<file path="config.mk">
export PLATFORM = sky130hd
export DESIGN_NAME = imm_gen_pipe
export DESIGN_NICKNAME = d
export VERILOG_FILES = /design/src/rtl/imm_gen_pipe.sv
export SDC_FILE = /design/constraint.sdc
export NUM_CORES = 1
export LEC_CHECK = 0
export ABC_CLOCK_PERIOD_IN_PS = 4350
export CAP_MARGIN = 15
export CORE_UTILIZATION = 25
export DETAILED_ROUTE_END_ITERATION = 10
export GPL_ROUTABILITY_DRIVEN = 1
export PLACE_DENSITY = 0.4
export SLEW_MARGIN = 20
export SYNTH_ARGS = -nofsm -noshare
export SYNTH_HDL_FRONTEND = slang
export SYNTH_SLANG_ARGS = --single-unit
</file>
<file path="constraint.sdc">
create_clock -name clk_i -period 4.35 [get_ports clk_i]
set_clock_uncertainty 0.05 [all_clocks]
set_input_delay 0.435 -clock clk_i [delete_from_list [all_inputs] [get_ports clk_i]]
set_output_delay 0.435 -clock clk_i [all_outputs]
set_load 0.05 [all_outputs]
</file>
<file path="src/rtl/imm_gen_pipe.sv">
// rtl/imm_gen_pipe.sv - registered RISC-V immediate generator with PC-relative target and skid buffer
//
// Purpose:
//   Decode-stage helper that extracts the I/S/B/U/J immediate from an
//   instruction word, sign-extends it to XLEN and adds it to the PC. Results
//   are registered behind a valid/ready handshake, and a two-entry skid buffer
//   allows one accept per cycle under downstream backpressure.
//
// Optional feature:
//   IMM_GEN_ZICSR_EN - when defined, fmt_i=5 selects the CSR zimm
//   (zero-extended instr[19:15]). When undefined, fmt_i=5 is illegal.
//
// Ports:
//   clk_i     clock
//   rst_ni    synchronous active-low reset
//   flush_i   drop every buffered entry (and any entry offered in that cycle)
//   valid_i   upstream entry valid
//   ready_o   block can accept (registered, low only when both entries full)
//   instr_i   raw 32-bit instruction word
//   fmt_i     0=I 1=S 2=B 3=U 4=J 5=Z(optional), others illegal
//   pc_i      instruction address
//   tag_i     opaque sideband tag
//   valid_o   output entry valid
//   ready_i   downstream accepts the output entry
//   imm_o     extended immediate
//   target_o  pc + imm_o modulo 2^XLEN
//   err_o     entry carried an illegal fmt_i
//   tag_o     tag of the output entry

module imm_gen_pipe #(
  parameter int XLEN  = 32,
  parameter int TAG_W = 8
) (
  input  logic             clk_i,
  input  logic             rst_ni,
  input  logic             flush_i,
  input  logic             valid_i,
  output logic             ready_o,
  input  logic [31:0]      instr_i,
  input  logic [2:0]       fmt_i,
  input  logic [XLEN-1:0]  pc_i,
  input  logic [TAG_W-1:0] tag_i,
  output logic             valid_o,
  input  logic             ready_i,
  output logic [XLEN-1:0]  imm_o,
  output logic [XLEN-1:0]  target_o,
  output logic             err_o,
  output logic [TAG_W-1:0] tag_o
);

  // One buffer entry: {imm, target, err, tag}
  localparam int EW = 2 * XLEN + 1 + TAG_W;

  typedef enum logic [1:0] {
    S_EMPTY = 2'd0,
    S_MAIN  = 2'd1,
    S_SKID  = 2'd2
  } state_t;

  state_t             r_state;
  logic               r_valid;
  logic               r_ready;
  logic [EW-1:0]      r_out;
  logic [EW-1:0]      r_skid;

  logic signed [31:0] w_imm32;
  logic               w_err;
  logic [XLEN-1:0]    w_imm;
  logic [XLEN-1:0]    w_target;
  logic [EW-1:0]      w_entry;
  logic               w_accept;
  logic               w_retire;

  // The opcode field never contributes to any immediate.
  logic               w_unused_opcode;
  assign w_unused_opcode = ^instr_i[6:0];

  // Every format is built as a 32-bit value whose bit 31 is the sign, so one
  // sign-extending cast covers XLEN=64 (including U sign-extended from bit 31).
  // The Z immediate has bit 31 clear, so the same cast zero-extends it.
  always_comb begin
    w_imm32 = '0;
    w_err   = 1'b0;
    case (fmt_i)
      3'd0: w_imm32 = {{20{instr_i[31]}}, instr_i[31:20]};
      3'd1: w_imm32 = {{20{instr_i[31]}}, instr_i[31:25], instr_i[11:7]};
      3'd2: w_imm32 = {{19{instr_i[31]}}, instr_i[31], instr_i[7],
                       instr_i[30:25], instr_i[11:8], 1'b0};
      3'd3: w_imm32 = {instr_i[31:12], 12'h000};
      3'd4: w_imm32 = {{11{instr_i[31]}}, instr_i[31], instr_i[19:12],
                       instr_i[20], instr_i[30:21], 1'b0};
`ifdef IMM_GEN_ZICSR_EN
      3'd5: w_imm32 = {27'd0, instr_i[19:15]};
`endif
      default: begin
        // Illegal format: zero immediate so the target collapses to pc.
        w_imm32 = '0;
        w_err   = 1'b1;
      end
    endcase
  end

  assign w_imm    = XLEN'(w_imm32);
  assign w_target = pc_i + w_imm;
  assign w_entry  = {w_imm, w_target, w_err, tag_i};

  assign w_accept = valid_i && r_ready;
  assign w_retire = r_valid && ready_i;

  always_ff @(posedge clk_i) begin
    if (!rst_ni) begin
      r_state <= S_EMPTY;
      r_valid <= 1'b0;
      r_ready <= 1'b0;
      r_out   <= '0;
      r_skid  <= '0;
    end else if (flush_i) begin
      // Flush wins over accept and retire; stale data may remain in r_out,
      // hidden behind valid_o=0.
      r_state <= S_EMPTY;
      r_valid <= 1'b0;
      r_ready <= 1'b1;
    end else begin
      r_ready <= 1'b1;
      case (r_state)
        S_EMPTY: begin
          if (w_accept) begin
            r_out   <= w_entry;
            r_valid <= 1'b1;
            r_state <= S_MAIN;
          end
        end
        S_MAIN: begin
          if (w_accept && w_retire) begin
            r_out <= w_entry;
          end else if (w_accept) begin
            r_skid  <= w_entry;
            r_state <= S_SKID;
            r_ready <= 1'b0;
          end else if (w_retire) begin
            r_valid <= 1'b0;
            r_state <= S_EMPTY;
          end
        end
        S_SKID: begin
          // r_ready is low here, so no accept can arrive in this state.
          if (w_retire) begin
            r_out   <= r_skid;
            r_state <= S_MAIN;
          end else begin
            r_ready <= 1'b0;
          end
        end
        default: begin
          r_valid <= 1'b0;
          r_state <= S_EMPTY;
        end
      endcase
    end
  end

  assign valid_o = r_valid;
  assign ready_o = r_ready;
  assign {imm_o, target_o, err_o, tag_o} = r_out;

endmodule

</file>
==> results.toml, run 1 <==
[yosys]
synth_edf_count = 0
synth_area_leaders = "dfxtp_1, nand2_1, a21oi_1, ha_1, o21ai_0"
seq_area_frac_synth_pct = 35.56
synth_nets = 1258
synth_top_cell_area_share_pct = 35.56
syn-cell-area_um2 = 8444
synth_cell_types = 67
synth_ff_type = "dfxtp_1"
avgSynthCellArea_um2 = 7.394
synth_cells = 1142
async_flop_share_pct = 0
synth_top_cell_by_area = "dfxtp_1"
yosys_warnings = 0
synth-seq-cells = 150

[final_layout]
final_util_pct = 34.15
syn_to_final_growth_pct = 32.91
n_antenna_cell = 0
fin_nets = 1396
fillers = 3551
drive_gt1_share_pct = 8.288

[global_route]
use_met3_pct = 3.209
grt_pass1_vias = 7682
grt_max_degree = 73
grt_pass1_wl_um = 45320
grtUsageMet1_pct = 25.31
track_usage_pct = 17.58
antenna_found_initial = 1
busiest_layer = "met2"
grt_overflow_total = 0
grt_util_met2_pct = 26.79

[floorplanning]
start_util_pct = 25.69
core_um2 = 32870
die_w_um = 185.8
row_count = 66
die_area_um2 = 34520
io_pins = 155
die_h_um = 185.8

[min_path]
hold_path.class = "flip-flop to flip-flop"

[pwr]
p_sw_share_pct = 31.07
total_power_mw = 4.167
seqPwrFrac_pct = 34.8
combPwrFrac_pct = 25.8
internal_power_mw = 2.873
switchingPower_mw = 1.295
powerDensity_nw_per_um2 = 371.3
leakagePower_nw = 4.253
ir_drop_uv = 278.0
clockPowerShare_pct = 39.3

[detailed_routing]
wl_per_cell_um = 17.39
via_per_inst = 4.813
vias = 8341
wirelength_um = 30130
drt-initial-drc-count = 462
dr.pass1.iters = 4
drc = 0
postRouteAntennaNets = 0

[critical_path]
critical_path_class = "primary input to flip-flop"
crit_path_end_kind = "flip-flop"
critPathArrivalTime_ps = 4100
cp-start-kind = "primary input"
required_ps = 4650
path_max_fanout = 6

[flow_run]
max_cap_viol_count = 0

[clocking]
cts_hold_buf = 0
cts_sinks = 150
post-cts-setup-buffer-count = 0
numCtsBuffers = 17
cts.clk_slew.worst_paths_ps = 60
clockBufferDepth = 2
cts_resized = 0
htree_levels = 4
cts_tree = "done"
cts_root_buf = "clkbuf_16"
insertion_delay_ps = 440

[sta]
tns_ps = 0
period_needed_ps = 3793
fin_crit_sh_pct = 87.21
rsz0062_at_grt = "false"
setup_viol = 0
slew_headroom_pct = 47.26
worst_pin_slew_ps = 789.5
drv_slew = 0
timing.fmax_mhz = 263.6
hold_viol = 0

[placement]
routabilityCongestion = 0.8272
hpwl_um = 22170
port-buffer-count = 147

[run_status]
status = "complete, no violations"
[cell usage after synthesis (4+ instances only)]
cell / n
and3_1: 11
xnor2_1: 21
inv_1: 39
buf_2: 12
a21o_1: 12
clkbuf_1: 64
nand4_1: 9
nor2b_1: 5
o21a_1: 5
nand2b_1: 9
mux2i_1: 20
o22ai_1: 4
nand2_1: 221
nor3_1: 16
o21ai_1: 7
nand3_1: 23
o21bai_1: 6
nand3b_1: 4
a22oi_1: 5
dfxtp_1: 150
a311oi_1: 4
o21ai_0: 75
a31oi_1: 7
ha_1: 35
and2_1: 4
xor2_1: 8
clkbuf_2: 4
o211ai_1: 10
a211oi_1: 46
a21oi_1: 155
nor2_1: 95
nor3b_1: 4
[kinds of logic (layout without fill, tap and decap cells)]
kind of cell	after synthesis	after routing	synth area share (%)
fa+ha+maj	36	36	5.423
simple gates	419	419	21.59
flops	150	150	35.56
mux	20	20	2.371
compound gates	363	363	26.17
xor+xnor	29	29	3.008
buf+inv	125	274	5.882
[through the flow]
stage	hold slack (ps)	cell area [µm²]	worst slack, ps	cells
final	402.3	11220	556.5	1733
after global routing	417.7	11220	194.5	1733
after CTS	404.2	11220	566.0	1733
after detailed placement	395.8	10590	109.5	1703
after global placement	388.6	10590	103.5	1703
after floorplan	378.8	8444	962.7	1142
[state kept, by name, indices dropped and copies added (netlist names)]
register / count
r_state: 2
r_skid: 73
valid_o: 1
r_out: 73
ready_o: 1
[final cells by class]
cell class / instances / area [µm²] / share of cell area, %
Clock buffer: 20 / 456.7 / 4.069
Clock inverter: 10 / 177.7 / 1.583
Inverter: 40 / 152.6 / 1.360
Multi-Input combinational cell: 867 / 4969 / 44.27
Sequential cell: 150 / 3003 / 26.76
Tap cell: 442 / 553.0 / 4.928
Timing Repair Buffer: 204 / 1912 / 17.03
[cell usage in the layout (no fill, tap or decap), types with 22 or more instances in the layout]
cell type        count
buf_4               56
clkdlybuf4s50_1    147
dfxtp_1            150
a211oi_1            46
nor2_1              95
ha_1                34
a21oi_1            155
nand2_1            221
o21ai_0             75
inv_1               38
nand3_1             22
[worst max-delay path, cell delays in order]
cell             delay [ps]
clkdlybuf4s50_1         620
mux2i_1                 110
nor3_1                  220
buf_4                   210
ha_1                    220
inv_1                    70
fa_1                    380
nand2b_1                170
a21o_1                  260
a2111oi_4               410
nand4bb_1               190
a31oi_1                 120
xnor2_1                 300
buf_4                   180
nor3_1                   40
nor3_1                  140
[layer usage]
metal / up-vias / part of all wire [%]
met2: 194 / 44
li1: 4259 / -
met4: 0 / 0.97
met5: - / 0
met3: 14 / 4.2
met1: 3874 / 51
[path summary, 6_finish.rpt]
kind | startpoint | slack, ps | cells after the start | endpoint
min | r_skid[4] | 400 | 2 | r_skid[4]
min reg2reg | r_skid[4] | 400 | 2 | r_skid[4]
max | fmt_i[0] | 560 | 16 | r_out[37]
max reg2reg | r_state[0] | 1820 | 8 | r_out[49]
[power by group through the flow]
stage,clock network [mW],logic (mW),registers [mW]
after floorplan,0,0.507,1.63
after global placement,0,1.08,1.48
after detailed placement,0,1.08,1.48
after CTS,1.69,1.08,1.45
after global routing,1.74,1.17,1.46
final,1.64,1.08,1.45
Note: power is estimated with default switching activity, not from simulation.
==> inputs of run 2 (changes only) <==
--- a/config.mk
+++ b/config.mk
@@ -7,10 +7,9 @@
 export LEC_CHECK = 0
 export ABC_CLOCK_PERIOD_IN_PS = 4350
 export CAP_MARGIN = 15
-export CORE_UTILIZATION = 25
+export CORE_UTILIZATION = 28
 export DETAILED_ROUTE_END_ITERATION = 10
 export GPL_ROUTABILITY_DRIVEN = 1
-export PLACE_DENSITY = 0.4
 export SLEW_MARGIN = 20
 export SYNTH_ARGS = -nofsm -noshare
 export SYNTH_HDL_FRONTEND = slang
==> results.toml, run 2 (synthesized netlist as in run 1, its figures left out) <==
[clocking]
cts_root_buf = "clkbuf_16"
post-cts-setup-buffer-count = 0
cts_hold_buf = 0
htree_levels = 4
insertion_delay_ps = 430
numCtsBuffers = 17
cts_sinks = 150
cts_tree = "done"
cts_resized = 0
clockBufferDepth = 2
cts.clk_slew.worst_paths_ps = 60

[pwr]
powerDensity_nw_per_um2 = 371.8
ir_drop_uv = 284.8
p_sw_share_pct = 31.24
combPwrFrac_pct = 25.7
leakagePower_nw = 4.265
seqPwrFrac_pct = 34.9
total_power_mw = 4.164
switchingPower_mw = 1.301
internal_power_mw = 2.863
clockPowerShare_pct = 39.4

[critical_path]
rr_startpoint = "r_state[0]"
critical_path_class = "primary input to flip-flop"
rr_endpoint = "r_out[11]"
crit_path_end_kind = "flip-flop"
r2r_slack_ps = 1640
ff2ff_path_depth = 7
critPathArrivalTime_ps = 4090
path_max_fanout = 11
cp-start-kind = "primary input"
required_ps = 4600

[final_layout]
final_cells = 1686
final_util_pct = 37.78
fillers = 3107
fin_nets = 1397
top_regs = "r_out (73), r_skid (73), r_state (2)"
drive_gt1_share_pct = 8.501
layout_common_cells = "nand2_1, a21oi_1, dfxtp_1"
syn_to_final_growth_pct = 32.60
final_common_cell = "nand2_1"

[detailed_routing]
vias = 8345
postRouteAntennaNets = 0
dr.pass1.iters = 5
via_per_inst = 4.950
wl_per_cell_um = 16.31
drt-initial-drc-count = 726
drc = 0
wirelength_um = 27490

[placement]
dpl_worst_slack_ps = 114.9
hpwl_um = 20580
routabilityCongestion = 0.8433
port-buffer-count = 147
dp_cells = 1652

[sta]
worst_pin_slew_ps = 899.0
slew_headroom_pct = 40.06
setup_viol = 0
hold_viol = 0
timing.fmax_mhz = 260.0
tns_ps = 0
rsz0062_at_grt = "false"
finalWorstSetupSlack_ps = 504.5
fin_crit_sh_pct = 88.40
period_needed_ps = 3845
drv_slew = 0

[global_route]
track_usage_pct = 17.74
grt_max_degree = 88
antenna_found_initial = 2
grt_overflow_total = 0
grt_pass1_wl_um = 42410
grt_pass1_vias = 7646

[floorplanning]
row_count = 63
die_area_um2 = 30860
die_w_um = 175.7
core_um2 = 29640
io_pins = 155
start_util_pct = 28.49
die_h_um = 175.7

[min_path]
min_delay_path_depth = 2
hold_path.class = "flip-flop to flip-flop"
holdPathEnd = "r_out[65]"
min-delay-start = "r_out[65]"

[flow_run]
max_cap_viol_count = 0

[run_status]
status = "complete, no violations"
==> run 2: cell count changes in the layout (fill, tap and decap cells not counted) <==
cell,change
and3_2,+1
and3_4,-1
buf_12,+1
clkbuf_8,-2
clkinv_2,-2
clkinv_4,+5
diode_2,+2
inv_4,-1
inv_6,+2
==> run 2: area by class of cell <==
type | count | area [µm²] | area share, %
multi-input cells | 867 | 4965 | 44.34
flip-flops and latches | 150 | 3003 | 26.82
repair buffers | 205 | 1932 | 17.25
well taps | 390 | 488.0 | 4.358
clock buffers | 18 | 429.2 | 3.833
clock inverters | 14 | 224.0 | 2.000
inverters | 40 | 151.4 | 1.352
diodes | 2 | 5.005 | 0.04470
==> run 2: metal layers <==
metal / routed length [µm] / GRT usage (%) / vias to the layer above
met5: 0 / 0 / -
met2: 12010 / 26.96 / 218
met1: 13350 / 24.96 / 3824
met3: 1522 / 3.247 / 28
li1: - / - / 4275
met4: 605 / 6.051 / 0
==> run 2: how the worst max path moves through the flow <==
stage / slack, ps / from / to / depth (start not counted)
2_1_floorplan: 960 / fmt_i[1] / r_skid[40] / 17
3_3_place_gp: 170 / fmt_i[1] / r_out[34] / 15
3_5_place_dp: 110 / fmt_i[1] / r_out[34] / 15
4_1_cts: 560 / fmt_i[1] / r_out[34] / 15
5_1_grt: 200 / fmt_i[1] / r_out[37] / 16
6_report: 500 / fmt_i[1] / r_out[34] / 15
==> run 2: per-stage QoR <==
stage | instance area, µm² | hold WS, ps
5_1_grt | 11190 | 421.4
3_5_place_dp | 10540 | 393.2
4_1_cts | 11190 | 401.5
2_1_floorplan | 8444 | 378.8
6_report | 11200 | 399.6
3_3_place_gp | 10540 | 387.8
==> run 2: critical path, cell delays in order <==
cell,delay (ps)
clkdlybuf4s50_1,550
and2_1,250
nor2b_1,410
and2_1,430
a21oi_1,140
inv_1,130
ha_1,240
buf_4,160
nand2_1,50
o21ai_0,160
nor2_1,280
nand2_1,90
o311ai_0,490
buf_4,210
o22ai_1,70
==> run 2: power by group through the flow <==
stage / Clock, mW / Combinational (mW) / Sequential [mW]
floorplan: 0 / 0.507 / 1.63
global placement: 0 / 1.06 / 1.48
detailed placement: 0 / 1.07 / 1.48
CTS: 1.67 / 1.07 / 1.45
global route: 1.74 / 1.16 / 1.46
finish: 1.64 / 1.07 / 1.45
==> inputs of run 3 (changes only) <==
==> constraint.sdc (replaced) <==
create_clock -name clk_i -period 4.35 [get_ports clk_i]
set_clock_uncertainty 0.05 [all_clocks]
set_input_delay 0.87 -clock clk_i [delete_from_list [all_inputs] [get_ports clk_i]]
set_output_delay 0.87 -clock clk_i [all_outputs]
set_load 0.05 [all_outputs]
==> results.toml, run 3 (synthesized netlist as in run 1, its figures left out) <==
[min_path]
hold_path.class = "flip-flop to flip-flop"
min-delay-start = "r_skid[13]"

[critical_path]
cp-start-kind = "primary input"
cpLargestDelayFamily = "buffers and inverters"
crit_chain = "clkdlybuf4s50_1 > mux2i_1 > nor3_1 > buf_4 > ha_1 > inv_1 > fa_1 > nand2b_1 > a21o_1 > a2111oi_4 > nor3b_1 > buf_4 > xnor2_1 > buf_4 > nand2_1 > a21oi_1"
crit_path_end_kind = "flip-flop"
cpMostUsedCell = "buf_4"
critPathMaxStageDelay_ps = 570
cp_slowest_cell = "clkdlybuf4s50_1"
rr_startpoint = "r_state[0]"
path_max_fanout = 5
required_ps = 4620
critPathArrivalTime_ps = 4390
crit_buf_inv = 5
critical_path_class = "primary input to flip-flop"
startpoint = "fmt_i[0]"

[flow_run]
max_cap_viol_count = 0

[floorplanning]
die_area_um2 = 30860
die_h_um = 175.7
io_pins = 155
row_count = 63
start_util_pct = 28.49
die_w_um = 175.7
core_um2 = 29640

[global_route]
grt_pass1_vias = 7891
track_usage_pct = 17.98
antenna_found_initial = 0
grt_pass1_wl_um = 43390
grt_overflow_total = 0
grt_max_degree = 81

[pwr]
powerDensity_nw_per_um2 = 342.4
ir_drop_uv = 267.6
leakagePower_nw = 4.482

[sta]
timing.fmax_mhz = 242.8
worst_pin_slew_ps = 825.0
finalWorstSetupSlack_ps = 231.6
hold_viol = 0
setup_viol = 0
fin_crit_sh_pct = 94.67
drv_slew = 0
period_needed_ps = 4118
rsz0062_at_grt = "false"
slew_headroom_pct = 45.00

[final_layout]
layout_common_cells = "nand2_1, a21oi_1, dfxtp_1"
top_regs = "r_out (73), r_skid (73), r_state (2)"
final_cells = 1738
syn_to_final_growth_pct = 36.24
drive_gt1_share_pct = 12.31
final_common_cell = "nand2_1"
fillers = 3117
fin_nets = 1451
n_antenna_cell = 0

[placement]
routabilityCongestion = 0.8796
dp_cells = 1706
port-buffer-count = 147
dpl_worst_slack_ps = -177.1
hpwl_um = 21000

[detailed_routing]
drt-initial-drc-count = 666
drc = 0
postRouteAntennaNets = 0
dr.pass1.iters = 5
via_per_inst = 4.881
wirelength_um = 27620
wl_per_cell_um = 15.89
vias = 8484

[clocking]
cts_resized = 0
cts_sinks = 150
insertion_delay_ps = 420
cts_tree = "done"
numCtsBuffers = 17
cts_hold_buf = 0
cts_root_buf = "clkbuf_16"
clockBufferDepth = 2
htree_levels = 4
cts.clk_slew.worst_paths_ps = 60
post-cts-setup-buffer-count = 0

[run_status]
status = "complete, no violations"
run 3: changes by cell type in the layout (fill, tap and decap cells not counted), moves of 2 or more:
cell       delta
buf_4        +53
bufinv_16     -5
clkinv_2      +3
diode_2       -2
run 3: layer usage:
layer | track usage, % | wire length, µm | vias up
met3 | 2.727 | 1436 | 13
met2 | 28.67 | 12380 | 221
li1 | - | - | 4364
met4 | 3.225 | 245 | 0
met1 | 25.64 | 13550 | 3886
met5 | 0 | 0 | -
run 3: worst min-delay path, stage by stage, from the launching register on:
cell	delay, ps
dfxtp_1	300
nand2_1	50
a21oi_1	50
run 3: power breakdown:
part | internal, mW | switching, mW
combinational | 0.472 | 0.666
clock | 0.738 | 0.610
sequential | 1.42 | 0.0289
run 3: area by class of cell:
type	instances	area, µm²	area share (%)
repair buffers	259	2350	20.42
clock buffers	19	432.9	3.763
clock inverters	13	100.1	0.8700
flip-flops and latches	150	3003	26.10
inverters	40	151.4	1.316
well taps	390	488.0	4.241
multi-input cells	867	4980	43.28
run 3: stage by stage:
step	hold WS [ps]	setup TNS [ps]	utilization [%]	total power, mW	area (µm²)
final	400.0	0	38.82	3.939	11500
after global routing	414.1	0	38.82	4.130	11500
after detailed placement	393.1	-2424	36.97	2.615	10960
after floorplan	378.8	0	-	2.135	8444
after CTS	401.4	0	38.77	3.962	11490
after global placement	385.9	-903.7	36.97	2.607	10960
run 3: path summary, 6_finish.rpt:
check                           depth (start not counted)  slack, ps         end
worst min register to register                          2        400  r_skid[13]
worst max register to register                          8       1860   r_out[51]
worst max-delay path                                   16        230  r_skid[25]
worst min-delay path                                    2        400  r_skid[13]
